===== src/rtl/rbm_hidden_sampler.sv =====
// Stochastic RBM hidden-unit evaluator: bias plus masked weights into a saturating
// Q8.8 accumulator, then a piecewise-linear sigmoid and a Bernoulli draw against an LFSR.

// Piecewise-linear sigmoid of a signed Q8.8 value; 8-bit probability, all-ones ~ 1.0.
module rbm_sigmoid #(
    parameter int unsigned IW = 16,
    parameter int unsigned OW = 8
) (
    input  logic signed [IW-1:0] x,
    output logic        [OW-1:0] y
);
    localparam int unsigned LW   = IW + 1;
    localparam int unsigned MAXV = (1 << OW) - 1;
    localparam logic [IW-1:0] ONE = IW'(256);
    localparam logic [IW-1:0] BP2 = IW'(608);
    localparam logic [IW-1:0] BP3 = IW'(1280);

    logic [IW-1:0] mag;
    logic [LW-1:0] lin;
    logic [OW-1:0] pos;

    // Evaluate on |x|, then mirror negative inputs around 1.0
    always_comb begin
        mag = x[IW-1] ? IW'(~x + IW'(1)) : IW'(x);
        lin = LW'(MAXV);
        if (mag <= ONE) begin
            lin = LW'(mag >> 2) + LW'(128);
        end else if (mag <= BP2) begin
            lin = LW'(mag >> 3) + LW'(160);
        end else if (mag <= BP3) begin
            lin = LW'(mag >> 5) + LW'(216);
        end
        pos = (lin > LW'(MAXV)) ? '1 : lin[OW-1:0];
        y   = x[IW-1] ? ~pos : pos;
    end
endmodule

module rbm_hidden_sampler #(
    parameter int unsigned NUM_VIS           = 8,
    parameter int unsigned input_bitlength   = 16,
    parameter int unsigned sigmoid_bitlength = 8,
    parameter logic [7:0]  LFSR_SEED         = 8'hA5
) (
    input  logic                               clk,
    input  logic                               rst_n,
    input  logic                               start,
    input  logic signed [input_bitlength-1:0]  bias,
    input  logic        [NUM_VIS-1:0]          vis_bits,
    output logic        [$clog2(NUM_VIS)-1:0]  w_addr,
    input  logic signed [input_bitlength-1:0]  w_data,
    output logic                               busy,
    output logic                               done,
    output logic        [sigmoid_bitlength-1:0] prob,
    output logic                               sample
);
    localparam int unsigned IW    = input_bitlength;
    localparam int unsigned OW    = sigmoid_bitlength;
    localparam int unsigned IDX_W = $clog2(NUM_VIS);
    localparam logic [IW-1:0] POS_MAX = {1'b0, {(IW-1){1'b1}}};
    localparam logic [IW-1:0] NEG_MIN = {1'b1, {(IW-2){1'b0}}, 1'b1};

    typedef enum logic [1:0] {IDLE, ACCUM, ACT} state_t;

    state_t                state;
    logic signed [IW-1:0]  acc;
    logic [IDX_W-1:0]      idx;
    logic [NUM_VIS-1:0]    vis_reg;
    logic [7:0]            lfsr;
    logic [OW-1:0]         s;

    // Guard-bit add; the most negative code is excluded so the sigmoid negate never overflows
    function automatic logic signed [IW-1:0] sat_add(input logic signed [IW-1:0] a,
                                                     input logic signed [IW-1:0] b);
        logic [IW:0] sum;
        sum = {a[IW-1], a} + {b[IW-1], b};
        if (!sum[IW] && sum[IW-1]) begin
            return POS_MAX;
        end else if (sum[IW] && (!sum[IW-1] || sum[IW-2:0] == '0)) begin
            return NEG_MIN;
        end
        return sum[IW-1:0];
    endfunction

    rbm_sigmoid #(.IW(IW), .OW(OW)) u_sigmoid (
        .x (acc),
        .y (s)
    );

    assign w_addr = idx;

    // Evaluation sequencer: capture, accumulate one weight per cycle, activate and sample
    always_ff @(posedge clk or negedge rst_n) begin
        if (!rst_n) begin
            state   <= IDLE;
            acc     <= '0;
            idx     <= '0;
            vis_reg <= '0;
            busy    <= 1'b0;
            done    <= 1'b0;
            prob    <= '0;
            sample  <= 1'b0;
            lfsr    <= LFSR_SEED;
        end else begin
            done <= 1'b0;
            case (state)
                IDLE: begin
                    if (start) begin
                        acc     <= sat_add(bias, '0);
                        idx     <= '0;
                        vis_reg <= vis_bits;
                        busy    <= 1'b1;
                        state   <= ACCUM;
                    end
                end
                ACCUM: begin
                    if (vis_reg[idx]) begin
                        acc <= sat_add(acc, w_data);
                    end
                    if (idx == IDX_W'(NUM_VIS - 1)) begin
                        state <= ACT;
                    end else begin
                        idx <= idx + IDX_W'(1);
                    end
                end
                ACT: begin
                    prob   <= s;
                    sample <= (s > lfsr);
                    lfsr   <= {lfsr[6:0], lfsr[7] ^ lfsr[5] ^ lfsr[4] ^ lfsr[3]};
                    done   <= 1'b1;
                    busy   <= 1'b0;
                    state  <= IDLE;
                end
                default: state <= IDLE;
            endcase
        end
    end
endmodule


===== config.mk =====
export PLATFORM = sky130hd
export DESIGN_NAME = rbm_hidden_sampler
export DESIGN_NICKNAME = d
export VERILOG_FILES = /design/src/rtl/rbm_hidden_sampler.sv
export SDC_FILE = /design/constraint.sdc
export NUM_CORES = 1
export LEC_CHECK = 0
export BUFFER_PORTS_ARGS = -buffer_cell sky130_fd_sc_hd__buf_2
export CAP_MARGIN = 30
export CORE_MARGIN = 3
export CORE_UTILIZATION = 40
export CTS_CLUSTER_DIAMETER = 120
export CTS_CLUSTER_SIZE = 8
export DETAILED_ROUTE_END_ITERATION = 6
export GPL_TIMING_DRIVEN = 1
export SLEW_MARGIN = 30
export SYNTH_ARGS = -nofsm -noshare
export SYNTH_HDL_FRONTEND = slang
export SYNTH_HIERARCHICAL = 1
export SYNTH_SLANG_ARGS = --single-unit

===== constraint.sdc =====
create_clock -name clk -period 5 [get_ports clk]
set_clock_uncertainty 0.2 [all_clocks]
set_input_delay 1.5 -clock clk [delete_from_list [all_inputs] [get_ports clk]]
set_output_delay 1.5 -clock clk [all_outputs]
set_load 0.01 [all_outputs]

==> report_table.html <==
<table>
<tr><th>Metric</th><th>Value</th></tr>
<tr><th colspan="2">Clock network</th></tr>
<tr><td>H-tree Lvls</td><td>2</td></tr>
<tr><td>Buffers from clock root to sink, at most</td><td>2</td></tr>
<tr><td>Clock insertion delay at the later pin of the skew report</td><td>0.28 ns</td></tr>
<tr><td>Post-CTS clock slew at the launch and capture registers of the worst setup and hold paths</td><td>0.07 ns</td></tr>
<tr><td>Root buffer selected by CTS</td><td>sky130_fd_sc_hd__clkbuf_16</td></tr>
<tr><td>Clock tree from TritonCTS</td><td>yes</td></tr>
<tr><td>Clock sink count</td><td>48</td></tr>
<tr><td>Clock buffer count from CTS</td><td>5</td></tr>
<tr><th colspan="2">Hold path</th></tr>
<tr><td>Hold_sp</td><td>busy</td></tr>
<tr><td>Hold depth</td><td>2</td></tr>
<tr><td>Hold WC Path Type</td><td>reg2reg</td></tr>
<tr><td>Worst-case hold path end point</td><td>busy</td></tr>
<tr><th colspan="2">Setup path</th></tr>
<tr><td>Critical Path Source Type</td><td>flop</td></tr>
<tr><td>Endpoint of the worst register-to-register path</td><td>sample</td></tr>
<tr><td>CP Class</td><td>reg2reg</td></tr>
<tr><td>CP endpoint kind</td><td>flop</td></tr>
<tr><td>R2R Setup Slk</td><td>0.09 ns</td></tr>
<tr><td>Critical Path Fanout Max</td><td>5</td></tr>
<tr><td>CP Data Required Time</td><td>4.97 ns</td></tr>
<tr><td>WP data arrival</td><td>4.89 ns</td></tr>
<tr><td>Worst Reg-to-Reg Cells</td><td>21</td></tr>
<tr><td>Worst flop-to-flop path startpoint</td><td>acc[1]</td></tr>
<tr><th colspan="2">Job</th></tr>
<tr><td>Max-cap violations</td><td>0</td></tr>
<tr><th colspan="2">Final layout</th></tr>
<tr><td>Number of nets in the layout</td><td>676</td></tr>
<tr><td>Fraction of layout instances using a drive strength above 1</td><td>30.8%</td></tr>
<tr><td>Signed area change from the synthesized netlist to the final layout</td><td>23.1%</td></tr>
<tr><td>Antenna fix cells</td><td>0</td></tr>
<tr><td>Number of flip-flops in the largest register</td><td>16</td></tr>
<tr><td>Top register by number of flip-flops</td><td>acc</td></tr>
<tr><td>Utilization after layout</td><td>51.0%</td></tr>
<tr><th colspan="2">Timing</th></tr>
<tr><td>Number of failing setup endpoints in the final timing report</td><td>0</td></tr>
<tr><td>Final period utilization</td><td>98.3%</td></tr>
<tr><td>Worst setup slack after layout</td><td>0.0861 ns</td></tr>
<tr><td>Worst-case headroom to the max-slew limit</td><td>49.9%</td></tr>
<tr><td>Top achievable clock speed</td><td>204 MHz</td></tr>
<tr><td>Total Negative Setup Slacks</td><td>0 ns</td></tr>
<tr><td>Final number of max-transition violations</td><td>0</td></tr>
<tr><td>Slew at the pin closest to its max-slew limit</td><td>0.745 ns</td></tr>
<tr><td>Hold violation total from the final report</td><td>0</td></tr>
<tr><td>Unrepaired setup endpoints after global routing</td><td>true</td></tr>
<tr><td>Post-layout min period</td><td>4.91 ns</td></tr>
<tr><th colspan="2">Placement</th></tr>
<tr><td>Post-placement worst setup slack</td><td>0.0779 ns</td></tr>
<tr><td>Detailed Place HPWL</td><td>9930 µm</td></tr>
<tr><td>GPL Wtd Cong</td><td>0.900</td></tr>
<tr><td>Number of buffers inserted by port buffering</td><td>56</td></tr>
<tr><th colspan="2">Synth</th></tr>
<tr><td>Post-synthesis sequential area ratio</td><td>26.5%</td></tr>
<tr><td>Share of synthesized flip-flops with an asynchronous set or reset</td><td>100%</td></tr>
<tr><td>Commonest cells post-synth</td><td>sky130_fd_sc_hd__dfrtp_1 (44), sky130_fd_sc_hd__nand2_1 (43), sky130_fd_sc_hd__a21oi_1 (29), sky130_fd_sc_hd__ha_1 (29), sky130_fd_sc_hd__nor2_1 (27)</td></tr>
<tr><td>Seq cells post-synth</td><td>48</td></tr>
<tr><td>Synthesized area per cell</td><td>8.80 µm²</td></tr>
<tr><td>Cell accounting for the most synthesized area</td><td>sky130_fd_sc_hd__dfrtp_1</td></tr>
<tr><td>Cell area after synthesis</td><td>0.00455 mm²</td></tr>
<tr><td>Dominant cell by count in the synthesized netlist</td><td>sky130_fd_sc_hd__dfrtp_1</td></tr>
<tr><td>Main synth FF type</td><td>sky130_fd_sc_hd__dfrtp_1</td></tr>
<tr><td>Yosys cell types</td><td>84</td></tr>
<tr><td>Main area contributors after synthesis</td><td>sky130_fd_sc_hd__dfrtp_1 (24%), sky130_fd_sc_hd__ha_1 (8.0%), sky130_fd_sc_hd__mux2_2 (4.5%)</td></tr>
<tr><td>Count of mapped cells out of synthesis</td><td>517</td></tr>
<tr><td>Number of synthesized flops with an enable pin</td><td>0</td></tr>
<tr><td>Syn_nets</td><td>590</td></tr>
<tr><td>Yosys top cell area share</td><td>24.2%</td></tr>
<tr><td>Yosys warnings</td><td>6</td></tr>
<tr><th colspan="2">Drt</th></tr>
<tr><td>Detail Route Antenna Nets</td><td>0</td></tr>
<tr><td>Post-DR vias/cell</td><td>5.94</td></tr>
<tr><td>Average wire per cell in the routed design</td><td>17.4 µm</td></tr>
<tr><td>DRC violation total after the first TritonRoute iteration</td><td>263</td></tr>
<tr><td>Drt first pass iters</td><td>5</td></tr>
<tr><td>Count of unresolved DRC violations after routing</td><td>0</td></tr>
<tr><td>Total wire length after detailed routing</td><td>12900 µm</td></tr>
<tr><td>Vias after detailed routing</td><td>4416</td></tr>
<tr><th colspan="2">Global route</th></tr>
<tr><td>Overflow after GRT</td><td>0</td></tr>
<tr><td>Global-route wire length before repair</td><td>20600 µm</td></tr>
<tr><td>Largest net degree at the start of global routing</td><td>49</td></tr>
<tr><td>Number of global-route vias before repair</td><td>4276</td></tr>
<tr><td>GRT Util Overall</td><td>19.4%</td></tr>
<tr><td>Initial antenna violation count</td><td>0</td></tr>
<tr><th colspan="2">Die</th></tr>
<tr><td>Initial standard-cell utilization of the core</td><td>41.4%</td></tr>
<tr><td>Core area</td><td>0.0110 mm²</td></tr>
<tr><td>Boundary pin count</td><td>57</td></tr>
<tr><td>Die outline width</td><td>113 µm</td></tr>
<tr><td>Row cnt</td><td>38</td></tr>
<tr><td>Die Span Y</td><td>113 µm</td></tr>
<tr><td>Floorplan die area</td><td>0.0127 mm²</td></tr>
<tr><th colspan="2">Pwr</th></tr>
<tr><td>Leak Pwr</td><td>2.29 nW</td></tr>
<tr><td>Max VDD drop</td><td>0.343 mV</td></tr>
<tr><td>Power per standard cell area</td><td>749 mW/mm²</td></tr>
<tr><td>Final total power</td><td>4.19 mW</td></tr>
<tr><th colspan="2">Outcome</th></tr>
<tr><td>Run status</td><td>completed</td></tr>
</table>
## worst max path at each step
stage / slack (ns) / cells past startpoint / endpoint / startpoint
finish: 0.09 / 21 / sample / acc[1]
floorplan: 0.03 / 22 / sample / acc[1]
global placement: 0.19 / 22 / sample / acc[2]
CTS: 0.06 / 23 / sample / acc[0]
global route: -0.08 / 21 / sample / acc[1]
detailed placement: 0.08 / 23 / sample / acc[0]
## power breakdown
| part | internal (mW) | total, mW | switching (mW) |
|---|---|---|---|
| sequential | 0.571 | 0.738 | 0.167 |
| clock | 0.251 | 0.396 | 0.146 |
| combinational | 1.35 | 3.06 | 1.71 |
## timing repair
action / CTS / global route
endpoints found under the setup margin: 0 / 1
resized for setup: 0 / 29
hold buffers: 0 / 0
buffers inserted: 0 / 11
hold endpoints to repair: 0 / 0
## per-layer routing
metal  up-vias  part of all wire, %  GRT usage [%]
li1       2160                    -              -
met3        12                  3.1           1.78
met4         0                  1.2           4.01
met5         -                    0              0
met2        95                   49           34.1
met1      2149                   47           26.0
## metrics by stage
stage	instances	hold slack [ns]	instance area, µm²
5_1_grt	744	0.324	5600
3_3_place_gp	724	0.265	5170
4_1_cts	732	0.296	5350
6_report	744	0.289	5600
3_5_place_dp	724	0.284	5170
2_1_floorplan	517	0.253	4550
## cell type report
cell class / count / area, µm²
Fill cell: 1034 / 5390
Multi-Input combinational cell: 422 / 3310
Sequential cell: 48 / 1210
Timing Repair Buffer: 104 / 641
Tap cell: 140 / 175
Clock buffer: 6 / 139
Inverter: 22 / 82.6
Clock inverter: 2 / 38.8
## critical path: stages (launching register included)
cell,delay [ns]
sky130_fd_sc_hd__dfrtp_1,0.38
sky130_fd_sc_hd__inv_1,0.06
sky130_fd_sc_hd__ha_2,0.17
sky130_fd_sc_hd__or4b_4,0.49
sky130_fd_sc_hd__o311ai_4,0.30
sky130_fd_sc_hd__buf_4,0.16
sky130_fd_sc_hd__o211ai_1,0.11
sky130_fd_sc_hd__a31oi_1,0.20
sky130_fd_sc_hd__o32ai_2,0.11
sky130_fd_sc_hd__buf_4,0.17
sky130_fd_sc_hd__or4b_4,0.48
sky130_fd_sc_hd__a32oi_2,0.22
sky130_fd_sc_hd__xnor2_1,0.17
sky130_fd_sc_hd__ha_1,0.28
sky130_fd_sc_hd__nor2b_4,0.13
sky130_fd_sc_hd__o21a_1,0.15
sky130_fd_sc_hd__o21a_1,0.17
sky130_fd_sc_hd__o21a_1,0.16
sky130_fd_sc_hd__o21a_1,0.16
sky130_fd_sc_hd__o211ai_1,0.18
sky130_fd_sc_hd__a21oi_1,0.09
sky130_fd_sc_hd__mux2_4,0.26
## placed cells by master, fill, tap and decap left out, types with 10 or more instances in the layout
cell type | synthesis | final
sky130_fd_sc_hd__o21a_1 | 10 | 10
sky130_fd_sc_hd__inv_1 | 22 | 21
sky130_fd_sc_hd__nand2_1 | 43 | 43
sky130_fd_sc_hd__nor2_1 | 27 | 26
sky130_fd_sc_hd__o21ai_0 | 22 | 22
sky130_fd_sc_hd__nor3_1 | 12 | 12
sky130_fd_sc_hd__xnor2_1 | 20 | 19
sky130_fd_sc_hd__ha_1 | 29 | 26
sky130_fd_sc_hd__or3_1 | 12 | 12
sky130_fd_sc_hd__a21o_1 | 10 | 10
sky130_fd_sc_hd__a21oi_1 | 29 | 29
sky130_fd_sc_hd__a32oi_1 | 14 | 11
sky130_fd_sc_hd__dfrtp_1 | 44 | 43
sky130_fd_sc_hd__nand4_1 | 12 | 12
sky130_fd_sc_hd__buf_2 | 5 | 56
sky130_fd_sc_hd__buf_4 | 1 | 48
sky130_fd_sc_hd__nand3_1 | 10 | 10
sky130_fd_sc_hd__mux2_2 | 18 | 17
## logic make-up after synthesis
kind of cell	Yosys count	share of synthesized area, %
AND/OR/NAND/NOR	180	22.0
adder cells (fa/ha/maj)	31	8.64
AO/OA/AOI/OAI	160	26.7
multiplexers	24	6.33
XOR/XNOR	27	5.61
flip-flops	48	26.5
buffers and inverters	47	4.26
No activity file was read; power rests on OpenSTA's default activity.
